[src/rtl/axi_lite_pkg.sv]
// Shared AXI4-Lite definitions: BRESP codes, default AWPROT and the write-manager state set.
package axi_lite_pkg;

  localparam logic [1:0] RESP_OKAY   = 2'b00;
  localparam logic [1:0] RESP_EXOKAY = 2'b01;
  localparam logic [1:0] RESP_SLVERR = 2'b10;
  localparam logic [1:0] RESP_DECERR = 2'b11;

  // Unprivileged, secure, data access.
  localparam logic [2:0] AWPROT_DEFAULT = 3'b000;

  typedef enum logic [2:0] {
    ST_RESET,
    ST_IDLE,
    ST_SEND,
    ST_WAIT_B,
    ST_REPORT
  } wr_state_e;

endpackage

[src/rtl/axi_lite_watchdog.sv]
// Saturating cycle counter with clear/enable and a sticky expired flag.
module axi_lite_watchdog #(
  parameter int unsigned TIMEOUT_CYCLES = 1024
) (
  input  logic aclk,
  input  logic aresetn,
  input  logic clear,
  input  logic enable,
  output logic expired
);

  localparam int unsigned CNT_W = $clog2(TIMEOUT_CYCLES + 1);
  localparam logic [CNT_W-1:0] CNT_MAX = CNT_W'(TIMEOUT_CYCLES);

  logic [CNT_W-1:0] count;

  // expired rises on the same edge the count saturates.
  always_ff @(posedge aclk) begin
    if (!aresetn) begin
      count   <= '0;
      expired <= 1'b0;
    end else if (clear) begin
      count   <= '0;
      expired <= 1'b0;
    end else if (enable && (count != CNT_MAX)) begin
      count <= count + CNT_W'(1);
      if (count == (CNT_MAX - CNT_W'(1))) begin
        expired <= 1'b1;
      end
    end
  end

endmodule

[src/rtl/axi_lite_write_initiator.sv]
// AXI4-Lite write manager: one outstanding single-word write, BRESP returned over a valid/ready port.
module axi_lite_write_initiator
  import axi_lite_pkg::*;
#(
  parameter int unsigned ADDRESS_SIZE   = 32,
  parameter int unsigned DATA_SIZE      = 32,
  parameter int unsigned TIMEOUT_CYCLES = 1024
) (
  input  logic                      aclk,
  input  logic                      aresetn,
  input  logic [ADDRESS_SIZE-1:0]   cmd_address,
  input  logic [DATA_SIZE-1:0]      cmd_data,
  input  logic [DATA_SIZE/8-1:0]    cmd_strobe,
  input  logic                      cmd_valid,
  output logic                      cmd_ready,
  output logic [1:0]                rsp_code,
  output logic                      rsp_valid,
  input  logic                      rsp_ready,
  output logic                      timeout_flag,
  output logic [ADDRESS_SIZE-1:0]   m_awaddr,
  output logic [2:0]                m_awprot,
  output logic                      m_awvalid,
  input  logic                      m_awready,
  output logic [DATA_SIZE-1:0]      m_wdata,
  output logic [DATA_SIZE/8-1:0]    m_wstrb,
  output logic                      m_wvalid,
  input  logic                      m_wready,
  input  logic [1:0]                m_bresp,
  input  logic                      m_bvalid,
  output logic                      m_bready
);

  localparam int unsigned STRB_SIZE = DATA_SIZE / 8;

  wr_state_e                 state_q, state_d;
  logic                      aw_done, aw_done_d;
  logic                      w_done, w_done_d;
  logic                      cmd_ready_d;
  logic [1:0]                rsp_code_d;
  logic                      rsp_valid_d;
  logic [ADDRESS_SIZE-1:0]   m_awaddr_d;
  logic                      m_awvalid_d;
  logic [DATA_SIZE-1:0]      m_wdata_d;
  logic [STRB_SIZE-1:0]      m_wstrb_d;
  logic                      m_wvalid_d;
  logic                      m_bready_d;

  logic cmd_accept, aw_hs, w_hs, b_hs, rsp_hs;

  assign cmd_accept = cmd_valid && cmd_ready;
  assign aw_hs      = m_awvalid && m_awready;
  assign w_hs       = m_wvalid && m_wready;
  assign b_hs       = m_bvalid && m_bready;
  assign rsp_hs     = rsp_valid && rsp_ready;
  assign m_awprot   = AWPROT_DEFAULT;

  // State and all output registers.
  always_ff @(posedge aclk) begin
    if (!aresetn) begin
      state_q   <= ST_RESET;
      aw_done   <= 1'b0;
      w_done    <= 1'b0;
      cmd_ready <= 1'b0;
      rsp_code  <= 2'b00;
      rsp_valid <= 1'b0;
      m_awaddr  <= '0;
      m_awvalid <= 1'b0;
      m_wdata   <= '0;
      m_wstrb   <= '0;
      m_wvalid  <= 1'b0;
      m_bready  <= 1'b0;
    end else begin
      state_q   <= state_d;
      aw_done   <= aw_done_d;
      w_done    <= w_done_d;
      cmd_ready <= cmd_ready_d;
      rsp_code  <= rsp_code_d;
      rsp_valid <= rsp_valid_d;
      m_awaddr  <= m_awaddr_d;
      m_awvalid <= m_awvalid_d;
      m_wdata   <= m_wdata_d;
      m_wstrb   <= m_wstrb_d;
      m_wvalid  <= m_wvalid_d;
      m_bready  <= m_bready_d;
    end
  end

  // Next-state and next-output logic; everything holds unless a handshake moves it.
  always_comb begin
    state_d     = state_q;
    aw_done_d   = aw_done;
    w_done_d    = w_done;
    cmd_ready_d = cmd_ready;
    rsp_code_d  = rsp_code;
    rsp_valid_d = rsp_valid;
    m_awaddr_d  = m_awaddr;
    m_awvalid_d = m_awvalid;
    m_wdata_d   = m_wdata;
    m_wstrb_d   = m_wstrb;
    m_wvalid_d  = m_wvalid;
    m_bready_d  = m_bready;

    unique case (state_q)
      ST_RESET: begin
        cmd_ready_d = 1'b1;
        state_d     = ST_IDLE;
      end
      ST_IDLE: begin
        if (cmd_accept) begin
          m_awaddr_d  = cmd_address;
          m_wdata_d   = cmd_data;
          m_wstrb_d   = cmd_strobe;
          cmd_ready_d = 1'b0;
          m_awvalid_d = 1'b1;
          m_wvalid_d  = 1'b1;
          state_d     = ST_SEND;
        end
      end
      ST_SEND: begin
        if (aw_hs) begin
          m_awvalid_d = 1'b0;
          aw_done_d   = 1'b1;
        end
        if (w_hs) begin
          m_wvalid_d = 1'b0;
          w_done_d   = 1'b1;
        end
        // Either channel may finish first or both on the same edge.
        if ((aw_done || aw_hs) && (w_done || w_hs)) begin
          m_bready_d = 1'b1;
          aw_done_d  = 1'b0;
          w_done_d   = 1'b0;
          state_d    = ST_WAIT_B;
        end
      end
      ST_WAIT_B: begin
        if (b_hs) begin
          rsp_code_d  = m_bresp;
          m_bready_d  = 1'b0;
          rsp_valid_d = 1'b1;
          state_d     = ST_REPORT;
        end
      end
      ST_REPORT: begin
        if (rsp_hs) begin
          rsp_valid_d = 1'b0;
          cmd_ready_d = 1'b1;
          state_d     = ST_IDLE;
        end
      end
      default: state_d = ST_RESET;
    endcase
  end

  // Stalls are only flagged; valid is never withdrawn.
  axi_lite_watchdog #(
    .TIMEOUT_CYCLES(TIMEOUT_CYCLES)
  ) u_watchdog (
    .aclk    (aclk),
    .aresetn (aresetn),
    .clear   (cmd_accept),
    .enable  ((state_q == ST_SEND) || (state_q == ST_WAIT_B)),
    .expired (timeout_flag)
  );

endmodule

[config.mk]
export PLATFORM = sky130hd
export DESIGN_NAME = axi_lite_write_initiator
export DESIGN_NICKNAME = d
export VERILOG_FILES = /design/src/rtl/axi_lite_pkg.sv /design/src/rtl/axi_lite_watchdog.sv /design/src/rtl/axi_lite_write_initiator.sv
export SDC_FILE = /design/constraint.sdc
export NUM_CORES = 1
export LEC_CHECK = 0
export CORE_ASPECT_RATIO = 2
export CORE_MARGIN = 8
export CORE_UTILIZATION = 45
export CTS_CLUSTER_DIAMETER = 30
export DETAILED_ROUTE_END_ITERATION = 10
export PLACE_DENSITY_LB_ADDON = 0.15
export SKIP_CTS_REPAIR_TIMING = 1
export SLEW_MARGIN = 20
export SYNTH_ARGS = -nofsm -noshare
export SYNTH_HDL_FRONTEND = slang
export SYNTH_SLANG_ARGS = --single-unit
export TNS_END_PERCENT = 50
[constraint.sdc]
create_clock -name aclk -period 4.5 [get_ports aclk]
set_input_delay 0.9 -clock aclk [delete_from_list [all_inputs] [get_ports aclk]]
set_output_delay 0.9 -clock aclk [all_outputs]
set_load 0.005 [all_outputs]
## After elaboration in Yosys (flattened, before gate mapping)

Cells that the tools add are included.

- Input bits: 77
- Register bits after elaboration: 92

- Add/sub/neg operators: 1
- Eq/ne operators: 12
- Muxes and demuxes: 23
- Reductions and logical operators: 29
- Bitwise gates (word level): 1

Operators by type and width:

| cell | number |
|---|---|
| 3-bit one-hot mux with 5 select lines | 1 |
| 3-bit AND reduction | 5 |
| 1-bit 2-to-1 mux | 13 |
| 3-bit 2-to-1 mux | 4 |
| 2-bit inequality test, second input constant | 6 |
| 11-bit by 1-bit adder with 11-bit output, second input constant | 1 |
| 11-bit by 10-bit equality test with 1-bit output, second input constant | 1 |
| 11-bit inequality test, second input constant | 1 |
| 2-bit AND reduction | 5 |
| 2-bit nonzero test | 5 |
| 1-bit one-hot mux with 2 select lines | 4 |
| 1-bit logical AND | 7 |
| 3-bit by 2-bit equality test with 1-bit output, second input constant | 2 |
| 4-bit AND reduction | 1 |
| 3-bit by 1-bit equality test with 1-bit output, second input constant | 1 |
| 3-bit equality test, second input constant | 1 |
| 3-bit zero test | 1 |
| 1-bit logical OR | 3 |
| 1-bit one-hot mux with 3 select lines | 1 |
| 3-bit nonzero test | 1 |
| 2-bit OR reduction | 1 |
| 1-bit inverter | 1 |

## Longest topological paths before layout

- Depth after elaboration: 5
- Gate-level depth with buffers: 7
- Depth with buffers taken out: 5

## Cells and area by module

A second synthesis with hierarchy kept.

- Cells, all modules: 445
- Area total of the unflattened synthesis: 3798.6 µm²

By module, submodules not included:

| module | sequential area each (µm²) | area each (µm²) | cells an instance | times used |
|---|---|---|---|---|
| axi_lite_write_initiator | 1601.5 | 3141.8 | 369 | 1 |
| axi_lite_watchdog | 240.2 | 656.9 | 76 | 1 |

## Worst setup path before layout

No wires, ideal clock.

- Path kind: input -> register
- Start: input cmd_valid
- End: register m_wstrb[1]
- Arrival: 1.927 ns
- Slack: 2.456 ns
- Stages on the path: 7
- Required time: 4.384 ns
- Path buffers: 3
- Cells stage by stage: nand2_2 > or4b_1 > clkbuf_1 > buf_6 > buf_6 > nand2_1 > a21boi_1

- Longest elaborated chain between the ends: 2

RTL lines:

| item | RTL line | text |
|---|---|---|
| start, declared | axi_lite_write_initiator.sv:14 | `input logic cmd_valid,` |
| 1-bit logical AND | axi_lite_write_initiator.sv:50 | `assign cmd_accept = cmd_valid && cmd_ready;` |
| 2-bit AND reduction (no line) | - |  |
| end signal, assigned | axi_lite_write_initiator.sv:82 | `m_wstrb <= m_wstrb_d;` |
| end, declared | axi_lite_write_initiator.sv:25 | `output logic [DATA_SIZE/8-1:0] m_wstrb,` |

Every way passes these cells.
A chain may end at the register's enable or synchronous reset.

## Worst setup path after layout

- Start: input cmd_valid
- End: register m_wdata[6]

- Longest elaborated chain between the ends: 2

RTL lines:

| item | RTL line | text |
|---|---|---|
| 1-bit logical AND | axi_lite_write_initiator.sv:50 |  |
| 2-bit AND reduction (no line) | - |  |
| end signal, assigned | axi_lite_write_initiator.sv:81 | `m_wdata <= m_wdata_d;` |
| end, declared | axi_lite_write_initiator.sv:24 | `output logic [DATA_SIZE-1:0] m_wdata,` |

Every way passes these cells.

==> run summary <==
Most common cell after layout, fill and taps aside = clkdlybuf4s50_1
Sum of negative setup slack = 0 ns
RePlAce Congestion = 0.827
Hold WS = 0.450 ns
Class of the worst hold path = register to register
Starting Density = 46.4%
Reg2Reg Depth = 4
Max-slew violation count = 0
Synth Register Bits = 92
Post-Syn Instances = 427
Compound-cell area share of the yosys netlist = 18.8%
Post-synth EDFFs = 0
Register area share after synthesis = 50.4%
Hold Crit Depth = 2
Final-report setup violation count = 0
Die Span Y = 143 microns
Avg Inst Size Synth = 8.57 sq um
Power per cell area = 319 nW/um^2
Setup CP Type = primary input to register
Drt pass-1 iters = 4
DR iter-0 viols = 189
Clk buf depth = 2
Vias = 3307
Post-synthesis xor/xnor area fraction = 1.68%
CTS root buffer = clkbuf_16
DR WL/cell = 15.7 microns
Drt drc = 0
RSZ-0062 raised after global routing = false
Hold Fails Final Rpt = 0
DR vias/cell = 4.96
Yosys synthesis warning count = 0
Die width = 79.7 microns
# IOs = 156
Arr. time, crit path = 3.08 ns
HPWL after detailed placement = 7850 microns
Slew headroom = 47.0%
IO buf count = 152
Clock transition at the registers of the reported paths = 0.06 ns
Clk_lat worst skew = 0.34 ns
First-pass GRT wire length = 16500 microns
All-Layer GR Usage = 18.5%
Mux contribution to synthesized area = 0.821%
Die ar. = 11400 sq um
CTS tree = built
Synth Cell Area = 3660 sq um
Final Instance Count excl. Fillers = 667
Final worst slack = 1.63 ns
Critical Path RT = 4.71 ns
Num CTS Buffers = 9
LEAKAGE = 1.88 nW
Layout cells sized above 1 = 3.68%
Vias in the first global route = 3246
Synthesis-to-finish area growth = 49.1%
Largest net degree at the start of global routing = 54
Site Rows = 46
Measured slew at the worst slew-check pin = 0.795 ns
Adder-Cell Fraction of Synth Area = 0.684%
F_max = 349 MHz
Final WL = 10500 microns
Max-capacitance violation count = 0
Cells after DPL = 650
Post-layout util = 69.2%
Total congestion overflow = 0
H-tree depth = 3
Ys flop type = dfxtp_1
Post-DRT Antenna Nets = 0
Fin nets = 644
VDD IR max = 0.197 mV
Netlist cell types = 40
Share of synthesized cell area in and, or, nand and nor gates = 22.6%
Most frequent cells in the layout = clkdlybuf4s50_1 (151), nand2_1 (143), dfxtp_1 (92)
Status = finished, final reports clean
Final min period = 2.87 ns
Largest family of logic cells by synthesized area = simple AND/OR/NAND/NOR gates
Startpoint Class = primary input
Worst setup EP type = register
Max FO, Critical Path = 37
Core ar. = 7890 sq um
Tcrit/Tclk final = 63.7%
Pre-CTS setup slack = 1.25 ns
Clock Sinks = 92
Skew final = 0.00603 ns
Initial antenna violation count = 0
Asr flop ratio synth = 0%
## metal layers
metal | global-route usage, % | part of all wire [%] | up-vias | wire, microns
li1 | - | - | 1684 | -
met1 | 17.4 | 36 | 1507 | 3740
met2 | 34.2 | 55 | 99 | 5750
met3 | 4.76 | 7.1 | 17 | 743
met4 | 11.5 | 2.5 | 0 | 263
met5 | 0 | 0 | - | 0
## cell type report
class	instances	area [sq um]
diodes	1	2.50
clock buffers	15	278
clock inverters	1	5.00
fillers	663	2430
inverters	5	18.8
multi-input cells	301	1640
flip-flops and latches	92	1840
well taps	96	120
repair buffers	156	1550
## sequential cells by signal, indices dropped and copies added, names as in the netlist
| signal | flops |
|---|---|
| aw_done | 1 |
| cmd_ready | 1 |
| m_awaddr | 32 |
| m_awvalid | 1 |
| m_bready | 1 |
| m_wdata | 32 |
| m_wstrb | 4 |
| m_wvalid | 1 |
| rsp_code | 2 |
| rsp_valid | 1 |
| state_q | 3 |
| u_watchdog.count | 11 |
| u_watchdog.expired | 1 |
| w_done | 1 |
## synth_stat cells, types with 2 or more instances
cell      number  area, sq um
or3_1          3         18.8
nor4_1         2         12.5
o31ai_1        2         15.0
nand3_1        7         35.0
a31oi_1        3         18.8
nor2_1        10         37.5
clkbuf_1      14         52.6
nand2_1      143          537
buf_4          3         22.5
a21oi_1       10         50.1
a21boi_0      43          323
nand2b_1       2         12.5
a21boi_1      28          210
dfxtp_1       92         1840
xor2_1         4         35.0
o21ai_0        7         35.0
nand4_1        4         25.0
inv_1          5         18.8
ha_1           2         25.0
nor3_1         2         10.0
nor2b_1        5         31.3
xnor2_1        3         26.3
buf_2         11         55.1
and4_1         2         17.5
mux2i_1        3         30.0
buf_6          3         33.8
## cell families after synthesis
kind of cell | after synthesis
DFF | 92
xor gates and xnor gates | 7
buffers and inverters | 36
AOI/OAI and AO/OA | 97
muxes | 3
adders and majority gates | 2
and+or+nand+nor | 189
other | 1
## stage by stage
step / power [mW] / area [sq um]
after detailed placement: 1.05 / 5170
after global routing: 1.81 / 5450
final: 1.74 / 5450
after floorplan: 0.936 / 3660
after global placement: 1.05 / 5170
after CTS: 1.77 / 5450
## worst paths after layout
path,from,to,slack [ns]
setup / recovery,cmd_valid,m_wdata[6],1.63
hold / removal,u_watchdog.expired,u_watchdog.expired,0.45
setup reg to reg,state_q[0],m_wdata[6],2.24
hold reg to reg,u_watchdog.expired,u_watchdog.expired,0.45
## critical path, stage by stage
cell	delay [ns]
clkdlybuf4s50_1	0.49
nand2_2	0.10
or4b_2	1.01
buf_4	0.39
nand2_1	0.10
a21boi_0	0.09
## where the power goes
group	total (mW)	switching, mW	internal (mW)
Combinational	0.184	0.0679	0.116
Sequential	0.851	0.0154	0.836
Clock	0.705	0.286	0.419
Total	1.74	0.369	1.37
Power figures use the tool's default switching activity.
==> edit, RTL diff (same settings) <==
The parameter `DATA_SIZE` goes from 32 to 64.
--- a/src/rtl/axi_lite_write_initiator.sv
+++ b/src/rtl/axi_lite_write_initiator.sv
@@ -3,7 +3,7 @@
   import axi_lite_pkg::*;
 #(
   parameter int unsigned ADDRESS_SIZE   = 32,
-  parameter int unsigned DATA_SIZE      = 32,
+  parameter int unsigned DATA_SIZE      = 64,
   parameter int unsigned TIMEOUT_CYCLES = 1024
 ) (
   input  logic                      aclk,
Interface: changed (resized cmd_data, cmd_strobe, m_wdata and m_wstrb); port bits go from 156 to 228. No check against the original RTL was run, so the function may have changed too.
==> edit against the original RTL <==
Setup slack improved by 0.38 ns; sequential cell count rose by 36; routed wire length rose by 40%; area after synthesis rose by 37%; die area rose by 31%; total power rose by 59%; design area rose by 43%; global-route usage rose by 0.92 points; fmax rose by 15%; largest cell class unchanged; highest routed layer unchanged.
==> edit: results (changes against the original RTL) <==
Slew headroom=0.4586 (-0.01166); grt met3 use=0.07237 (+0.02481); Global Route met2 Usage=0.3630 (+0.02143); synth top area cells=dfxtp_1 51%, nand2_1 16%, a21boi_1 9.0%, a21boi_0 7.1%, clkbuf_1 1.9%; TritonRoute pass-1 iters=6 (+2); internal power=2196 µW (+60%); Placed Cells=909 (+40%); IO buf count=224 (+47%); worst endpoint data arrival time=2.76 ns (-0.32 ns); vias per std cell=5.005 (+0.95%); Global Route Usage Sum=0.1946 (+0.009186); largest net degree at the start of global routing=105 (+94%); CTS root buffer=clkbuf_16; Synth Area in Adders=0.005008 (-0.001835); GPL Wtd Cong=0.8138 (-1.6%); Logic power comb=265 µW (+44%); XOR/XNOR Fraction of Synth Area=0.01227 (-0.004495); Compound-Gate Fraction of Synth Area=0.1915 (+0.003717); initial DRC count=198 (+4.8%); sequential element share of the synthesized area=0.5128 (+0.009177); met2 routed WL=7932 µm (+38%); GR Util met1=0.1809 (+0.007066); Clock Skews=0.006189 ns (+0.0001561 ns); Net count, final=904 (+40%); critical-path maximum fanout=76 (+110%); TritonCTS Buffers=17 (+8); vias in the first global route=4736 (+46%); hold_sp=m_awaddr[18]; Antenna Diode Count=0 (-1); M1 WL=5240 µm (+40%); detailed placer's ending HPWL=10810 µm (+38%); pre-CTS WS=1.553 ns (+0.3052 ns); Distinct cells, synth=40 (unchanged); DR WL met3=1067 µm (+44%); Worst-Skew Late Latency=0.40 ns (+0.06 ns); WL per Instance=15.71 µm (-0.22%); run status=complete, no violations; initial antenna violation count=0 (unchanged); Max VDD drop=264.9 µV (+35%); first-pass GRT wire length=23560 µm (+43%); Layout fillers=888 (+34%); syn_area_per_cell=8.572 µm² (about the same); Leakage=0.002715 µW (+45%); Total Routed Length=14750 µm (+40%); Hold Path Stages=2 (unchanged); layout cells sized above 1=0.04380 (+0.006963); post-synthesis mux area share=0.006009 (-0.002202); Largest regs=m_wdata: 64 flops, m_awaddr: 32 flops, u_watchdog.count: 11 flops; dominant synthesized flop cell=dfxtp_1; commonest cells in the netlist=215 x nand2_1, 128 x dfxtp_1, 60 x a21boi_1; sequential power=1190 µW (+40%); Hold Crit Endpoint=m_awaddr[18]; Reg2Reg Setup Slack=2.56 ns (+0.32 ns); Reg-to-Reg End=m_wstrb[7]; H-tree depth=4 (+1); Residual DRC=0 (unchanged); Hold Crit Class=reg -> reg; worst flop-to-flop path startpoint=state_q[0]
-- edit: changes by cell type after synthesis, sizes merged --
cell,change
a21boi,+36
nand2,+72
dfxtp,+36
buf,+1
clkbuf,+11
-- edit: layout make-up --
cell class | instances | area (µm²) | share of cell area
Sequential cell | 128 | 2562 | 0.3286
Tap cell | 140 | 175.2 | 0.02246
Multi-Input combinational cell | 409 | 2185 | 0.2801
Clock buffer | 23 | 488.0 | 0.06257
Clock inverter | 6 | 82.58 | 0.01059
Timing Repair Buffer | 228 | 2287 | 0.2933
Inverter | 5 | 18.77 | 0.002407
-- edit: logic make-up (layout without fill, tap and decap cells) --
| group | Yosys count | count (layout) |
|---|---|---|
| and+or+nand+nor | 261 | 261 |
| adders and majority gates | 2 | 2 |
| xor gates and xnor gates | 7 | 7 |
| DFF | 128 | 128 |
| muxes | 3 | 3 |
| other | 1 | 3 |
| AOI/OAI and AO/OA | 133 | 133 |
| buffers and inverters | 48 | 262 |
-- edit: worst max path at each step --
stage | start | end | slack (ns)
after floorplan | cmd_valid | m_wdata[30] | 2.44
after global placement | cmd_valid | m_awaddr[31] | 1.61
after detailed placement | cmd_valid | m_wstrb[7] | 1.55
after CTS | cmd_valid | m_wstrb[7] | 1.96
after global routing | cmd_valid | m_wstrb[7] | 1.88
final | cmd_valid | m_wstrb[7] | 2.02
-- edit: metrics by stage --
step                power (µW)  hold WS, ns  cell area (µm²)
finish                    2766       0.4482             7799
global route              2880       0.4668             7799
CTS                       2794       0.4522             7771
global placement          1465       0.4360             7201
detailed placement        1473       0.4403             7201
floorplan                 1303       0.4421             5005
-- edit: worst max-delay path: stages --
cell and delay, ns:
clkdlybuf4s50_1 0.50, nand2_2 0.10, or4b_4 0.69, buf_16 0.28, nand2_1 0.14, a21boi_0 0.09
